**src/rtl/param_fifo.sv**
```systemverilog
// Synchronous FIFO with wrap-bit pointers, occupancy flags and sticky error flags.
// FWFT selects a registered read port (0) or first-word-fall-through (1).
module param_fifo #(
  parameter int WIDTH    = 8,
  parameter int DEPTH    = 16,
  parameter int AF_LEVEL = DEPTH - 2,
  parameter int AE_LEVEL = 2,
  parameter int FWFT     = 0
) (
  input  logic                     clk,
  input  logic                     rstn,
  input  logic                     flush,
  input  logic                     we,
  input  logic                     re,
  input  logic [WIDTH-1:0]         data_in,
  output logic [WIDTH-1:0]         data_out,
  output logic                     valid,
  output logic [$clog2(DEPTH):0]   count,
  output logic                     empty,
  output logic                     full,
  output logic                     almost_empty,
  output logic                     almost_full,
  output logic                     overflow,
  output logic                     underflow
);

  localparam int AW = $clog2(DEPTH);
  localparam int PW = AW + 1;
  localparam logic [PW-1:0] AF_LVL = PW'(AF_LEVEL);
  localparam logic [PW-1:0] AE_LVL = PW'(AE_LEVEL);

  logic [WIDTH-1:0] mem [DEPTH];
  logic [PW-1:0]    wr_ptr;
  logic [PW-1:0]    rd_ptr;
  logic [AW-1:0]    wr_idx;
  logic [AW-1:0]    rd_idx;
  logic             wr_acc;
  logic             rd_acc;

  assign wr_idx = wr_ptr[AW-1:0];
  assign rd_idx = rd_ptr[AW-1:0];

  // Flags derive only from registered pointers, never from this cycle's requests.
  assign empty        = (wr_ptr == rd_ptr);
  assign full         = (wr_ptr[AW] != rd_ptr[AW]) && (wr_idx == rd_idx);
  assign count        = wr_ptr - rd_ptr;
  assign almost_full  = (count >= AF_LVL);
  assign almost_empty = (count <= AE_LVL);

  assign wr_acc = we && !full && !flush;
  assign rd_acc = re && !empty && !flush;

  always_ff @(posedge clk or negedge rstn) begin
    if (!rstn) begin
      wr_ptr    <= '0;
      rd_ptr    <= '0;
      overflow  <= 1'b0;
      underflow <= 1'b0;
    end else if (flush) begin
      wr_ptr    <= '0;
      rd_ptr    <= '0;
      overflow  <= 1'b0;
      underflow <= 1'b0;
    end else begin
      if (wr_acc) wr_ptr <= wr_ptr + PW'(1);
      if (rd_acc) rd_ptr <= rd_ptr + PW'(1);
      if (we && full) overflow <= 1'b1;
      if (re && empty) underflow <= 1'b1;
    end
  end

  always_ff @(posedge clk) begin
    if (wr_acc) mem[wr_idx] <= data_in;
  end

  generate
    if (FWFT != 0) begin : g_fwft
      // Gated while empty so the output reads zero out of reset instead of stale memory.
      assign data_out = empty ? '0 : mem[rd_idx];
      assign valid    = !empty;
    end else begin : g_reg
      logic [WIDTH-1:0] dout_q;
      logic             valid_q;

      always_ff @(posedge clk or negedge rstn) begin
        if (!rstn) begin
          dout_q  <= '0;
          valid_q <= 1'b0;
        end else if (flush) begin
          valid_q <= 1'b0;
        end else begin
          valid_q <= rd_acc;
          if (rd_acc) dout_q <= mem[rd_idx];
        end
      end

      assign data_out = dout_q;
      assign valid    = valid_q;
    end
  endgenerate

endmodule

```
**config.mk**
```make
export PLATFORM = sky130hd
export DESIGN_NAME = param_fifo
export DESIGN_NICKNAME = d
export VERILOG_FILES = /design/src/rtl/param_fifo.sv
export SDC_FILE = /design/constraint.sdc
export NUM_CORES = 1
export LEC_CHECK = 0
export BUFFER_PORTS_ARGS = -buffer_cell sky130_fd_sc_hd__buf_4
export CAP_MARGIN = 10
export CORE_ASPECT_RATIO = 1.2
export CORE_MARGIN = 2
export CORE_UTILIZATION = 65
export DETAILED_ROUTE_END_ITERATION = 10
export MAX_ROUTING_LAYER = met4
export PLACE_DENSITY = 0.84
export REMOVE_ABC_BUFFERS = 1
export SLEW_MARGIN = 20
export SYNTH_ARGS = -nofsm -noshare
export SYNTH_HDL_FRONTEND = slang
export SYNTH_SLANG_ARGS = --single-unit
```
**constraint.sdc**
```tcl
create_clock -name clk -period 6.7 [get_ports clk]
set_clock_uncertainty 0.2 [all_clocks]
set_input_delay 0 -clock clk [delete_from_list [all_inputs] [get_ports clk]]
set_output_delay 0 -clock clk [all_outputs]
set_load 0.01 [all_outputs]
```
# Word level (Yosys, flattened, before mapping)
# Memories as Yosys holds them, arrays and structs flattened. A register that Yosys moved wholly into a read port is not among the register bits.
# Index checks and enable logic that the tools add are counted.
[totals]
regBits = 13
ram_bits = 128
inputBits = 13
output_inout_bits = 20
wordCells = 42
memories = 1
[memory_table]
columns = ["name", "words", "word_bits", "rd", "rd_ports_with_merged_regs", "write_ports", "line", "source"]
rows = [
  ["mem", 16, 8, 1, 1, 1, "32", "logic [WIDTH-1:0] mem [DEPTH];"],
]
[classes]
add_sub_neg = 3
order_cmp = 2
n_eq_ne = 3
n_mux = 11
bitwise = 1
n_reduce_logical = 16
[ops]
columns = ["cell", "n"]
rows = [
  ["two-way mux 5 bit", 4],
  ["adder 5 x 1 -> 5 bit (second input constant)", 2],
  ["nonzero test 2 bit", 4],
  ["logical AND 1 bit", 7],
  ["two-way mux 1 bit", 7],
  ["equality test 5 bit", 1],
  [">= comparator 5 x 4 -> 1 bit (second input constant)", 1],
  ["less-or-equal comparator 5 x 2 -> 1 bit (second input constant)", 1],
  ["subtractor 5 bit", 1],
  ["equality test 4 bit", 1],
  ["zero test 1 bit", 4],
  ["AND reduction 2 bit", 1],
  ["inequality test 1 bit", 1],
  ["NOT 1 bit", 1],
]

# Logic depth before layout (Yosys ltp)
[logic_depth]
depth_word = 7
ltp_mapped = 10
ltp_nobuf = 8

# Worst setup path after synthesis
# Ideal clock, no wire load.
[synth_path]
kind = "register to register"
startpoint = "reg rd_ptr[2]"
endpoint = "mem mem[3][0], enable pin"
setup_time_ns = 0.383
arrival_ns = 2.644
required_time_ns = 6.117
setup_slack_ns = 3.472
path_stages_with_launch = 10
path_buffers = 3
synth_period_minus_slack_ns = 3.228
cell_sequence = "dfrtp_1 -> clkbuf_1 -> buf_2 -> inv_1 -> ha_1 -> and4_1 -> clkbuf_1 -> a211oi_1 -> nand2_1 -> nor3_1"
[synth_between]
elab_chain_len = 7
[synth_rtl]
columns = ["element", "line", "source"]
rows = [
  ["from (decl)", "34", "logic [PW-1:0] rd_ptr;"],
  ["from (signal assigned)", "66", "if (rd_acc) rd_ptr <= rd_ptr + PW'(1);"],
  ["equality test 4 bit", "45", "assign full = (wr_ptr[AW] != rd_ptr[AW]) && (wr_idx == rd_idx);"],
  ["logical AND 1 bit", "45", ""],
  ["zero test 1 bit", "50", "assign wr_acc = we && !full && !flush;"],
  ["logical AND 1 bit (2 in a row)", "50", ""],
  ["two-way mux 1 bit", "73", "if (wr_acc) mem[wr_idx] <= data_in;"],
  ["two-way mux 1 bit (not written as such)", "73", ""],
  ["to (decl)", "32", ""],
]
# No other way between the ends.

# Worst setup path after layout
[layout_path]
startpoint = "reg rd_ptr[0]"
endpoint = "mem mem[2][5], enable pin"
# The elaborated chain is that of the path after synthesis.

==> results by group <==
Timing
  – Period minus WS final: just over 4000 ps
  – Pins Over Slew Limit: 0
  – Post-Route Setup TNS: 0 ps
  – Total of endpoints with negative setup slack in the final report: 0
  – Peak Freq: around 0.25 GHz
  – Portion of the clock cycle consumed by the worst path in the final layout: 0.6016
  – Setup repair after global routing missed its margin: no
  – Relative slew slack: 0.3041
  – Count of final hold-check violations: 0
  – Slew of the pin with the lowest slew margin: between 1000 and 1500 ps

Worst setup path
  – Critical path's slowest cell: sky130_fd_sc_hd__dfrtp_4
  – Depth of the most critical reg-to-reg path: 5
  – Launch instance of the worst register-to-register path: rd_ptr[0]
  – Required arrival time at the worst endpoint: about 6700 ps
  – WS Path Type: reg -> reg
  – Worst R2R End: mem[2][5]
  – Startpoint type of the worst setup path: flop
  – Cells along the critical path: ha_1, and4_1, a211oi_1, nand2_1, nor3_1
  – Maximum fanout encountered on the critical timing path: 60
  – Slowest stage delay, CP: 1110 ps
  – Worst Setup End Kind: flop
  – Worst Path Arrival: 3980 ps
  – Internal reg-to-reg setup slack: around 2700 ps

Drt
  – 1st-iter DRT viols: 504
  – Post-route DRC violation count: 0
  – Total number of vias: 3647
  – Drt via density: about 6.5
  – Post-detailed-routing wire length: 13390 um
  – Detailed-route wire length per cell: between 20 and 25 um
  – First-pass iteration count of the detailed router: 5
  – Antenna Nets Post-Route: 0

Synthesis
  – Count of unique library cells instantiated by Yosys: 42
  – Sequential element share of the synthesized area: 0.7092
  – Biggest area consumer among synthesized cells: sky130_fd_sc_hd__edfxtp_1
  – Synth warnings: 0
  – Summed instance area of the synthesized netlist: approximately 0.0062 mm2
  – Proportion of register bits with asynchronous set or reset after synthesis: 0.1409
  – EDFF count, synth: between 100 and 150
  – Post-synth top flop: sky130_fd_sc_hd__edfxtp_1
  – Synth area leaders: sky130_fd_sc_hd__edfxtp_1 (62%), sky130_fd_sc_hd__dfrtp_1 (8.5%), sky130_fd_sc_hd__mux2i_1 (8.1%)
  – Synth Area per Inst: between 15 and 20 um2
  – Area fraction of the dominant cell type after synthesis: 0.6239
  – Number of synthesized register bits: 149
  – Mapped Cells: between 300 and 400

Clock network
  – Total number of clock tree sinks: around 150
  – Number of levels the H-tree was split into: 4
  – Number of buffers inserted during clock tree synthesis: 17
  – Worst-case clock buffer depth: 2
  – Cell at the root of the clock tree: sky130_fd_sc_hd__clkbuf_8
  – Clock slew at reported path FFs: ~60 ps
  – Postcts setup bufs: 0
  – Worst-Skew Late Latency: approximately 530 ps
  – CTS tree: done

Hold path
  – Destination of the worst hold path: wr_ptr[0]
  – Worst Hold Class: in -> reg
  – Worst Hold Depth: 3
  – Beginning of the worst hold path: flush

Floorplan
  – Die boundary height: roughly 110 um
  – Core Footprint: approximately 0.009 mm2
  – Die outline width: about 93 um
  – Initial cell density of the core: 0.6749
  – Top Ports: 33
  – FP Rows: 38
  – Area enclosed by the die boundary: approximately 0.01 mm2

Power
  – Leakage power summed over all cells: around 2.5 nW
  – Power density cells: around 340 mW/mm2
  – IR Drop Worst-Case VDD: 219.3 uV

Place
  – Final Wtd Congestion: 0.9307
  – Post-Place Cells: approximately 520
  – Port-buffer cells: 32
  – Dpl hpwl: just over 8000 um

Cells and area
  – Most common library cell in the layout ignoring fill and taps: sky130_fd_sc_hd__edfxtp_1
  – Filler Cell Count: 477
  – Filler-free cell count of the finished design: ~570
  – Commonest cells after routing, fill and taps aside: sky130_fd_sc_hd__edfxtp_1 (128), sky130_fd_sc_hd__mux2i_1 (50), sky130_fd_sc_hd__nor2_1 (41)
  – Synth-to-Final Area Change: 16.80%
  – Share of final-layout standard cells stronger than drive strength 1: 0.1775
  – Diode count: 0
  – Net count, final: about 460

GRT
  – Overall overflow remaining after global route: 0
  – Total Routing Usage GR: 0.2866
  – Wire length of the first global-routing pass: 20420 um
  – Number of global-route vias before repair: between 3000 and 4000
  – Antenna violations before repair: 0
  – Pin count of the biggest net entering global routing: between 60 and 70

Flow run
  – Maximum Capacitance Violations: 0

Status
  – Run status: completed
## critical path: cells and delay by family, from the launching register on
family	cells	cell delay (ps)
adder cells (fa/ha/maj)	1	410
AND/OR/NAND/NOR	3	1440
flip-flops	1	1110
AO/OA/AOI/OAI	1	480
## kinds of logic (layout without fill, tap and decap cells)
logic type,Yosys count,in the layout,synth area share
buf+inv,29,90,0.02579
simple gates,67,67,0.04874
mux,58,58,0.1105
compound gates,61,61,0.06885
fa+ha+maj,10,10,0.02153
xor+xnor,10,10,0.01544
flops,149,149,0.7092
## final cells by class
cell class                      count  area, um2  share of cell area
Timing Repair Buffer               48      395.4             0.05495
Multi-Input combinational cell    206       1638              0.2276
Clock buffer                       18      417.9             0.05808
Tap cell                          120      150.1             0.02087
Clock inverter                     14      183.9             0.02556
Sequential cell                   149       4373              0.6077
Inverter                           10      37.54            0.005216
## routing by layer
metal | routed length (um) | track usage | part of all wire
met2 | 6764 | 0.4527 | 0.51
met4 | 420 | 0.1108 | 0.031
met1 | 5118 | 0.3611 | 0.38
met3 | 1086 | 0.07206 | 0.081
met5 | 0 | - | 0
## report_power, final
| part | switching, W | leakage, nW | internal [W] | total (W) |
|---|---|---|---|---|
| Clock | 0.000352 | 0.300 | 0.000602 | 0.000955 |
| Sequential | 0.0000728 | 1.42 | 0.00104 | 0.00112 |
| Combinational | 0.000179 | 0.748 | 0.000190 | 0.000369 |
| Total | 0.000604 | 2.47 | 0.00184 | 0.00244 |
## per-stage QoR
stage	total power, W	utilization	setup WS (ps)	cell area, um2	hold WS [ps]
floorplan	0.001342	-	2105	6040	-495.6
global route	0.002520	0.7882	2434	7196	126.0
finish	0.002441	0.7882	2669	7196	135.6
CTS	0.002443	0.7871	2689	7186	99.66
detailed placement	0.001489	0.7048	2695	6434	-293.4
global placement	0.001471	0.7048	2876	6434	-299.8
## worst max-delay path by stage
stage	start	endpoint	slack [ps]
2_1_floorplan	rd_ptr[0]	mem[3][0]	2110
3_3_place_gp	rd_ptr[0]	mem[3][1]	2880
3_5_place_dp	rd_ptr[0]	mem[2][1]	2700
4_1_cts	rd_ptr[0]	mem[1][0]	2690
5_1_grt	rd_ptr[0]	mem[3][0]	2430
6_report	rd_ptr[0]	mem[2][5]	2670
## synth_stat cells (5+ instances only)
cell type and count:
sky130_fd_sc_hd__a21oi_1 5, sky130_fd_sc_hd__a221oi_1 8, sky130_fd_sc_hd__a31oi_1 8, sky130_fd_sc_hd__clkbuf_1 8
sky130_fd_sc_hd__dfrtp_1 21, sky130_fd_sc_hd__edfxtp_1 128, sky130_fd_sc_hd__ha_1 9, sky130_fd_sc_hd__inv_1 10
sky130_fd_sc_hd__mux2i_1 50, sky130_fd_sc_hd__mux4_2 8, sky130_fd_sc_hd__nand2_1 6, sky130_fd_sc_hd__nor2_1 41
sky130_fd_sc_hd__o21ai_0 12, sky130_fd_sc_hd__o22ai_1 16, sky130_fd_sc_hd__xnor2_1 7
## registers in the layout (all words and copies together), names as in the netlist
name       flops
mem          128
data_out       8
rd_ptr         5
wr_ptr         5
overflow       1
underflow      1
valid          1
## what timing repair did
| action | in CTS | in global routing |
|---|---|---|
| endpoints found under the setup margin | 0 | 0 |
| endpoints found under the hold margin | 170 | 21 |
| resized for setup | 0 | 0 |
| hold buffers | 15 | 1 |
No activity file was read; power rests on OpenSTA's default activity.
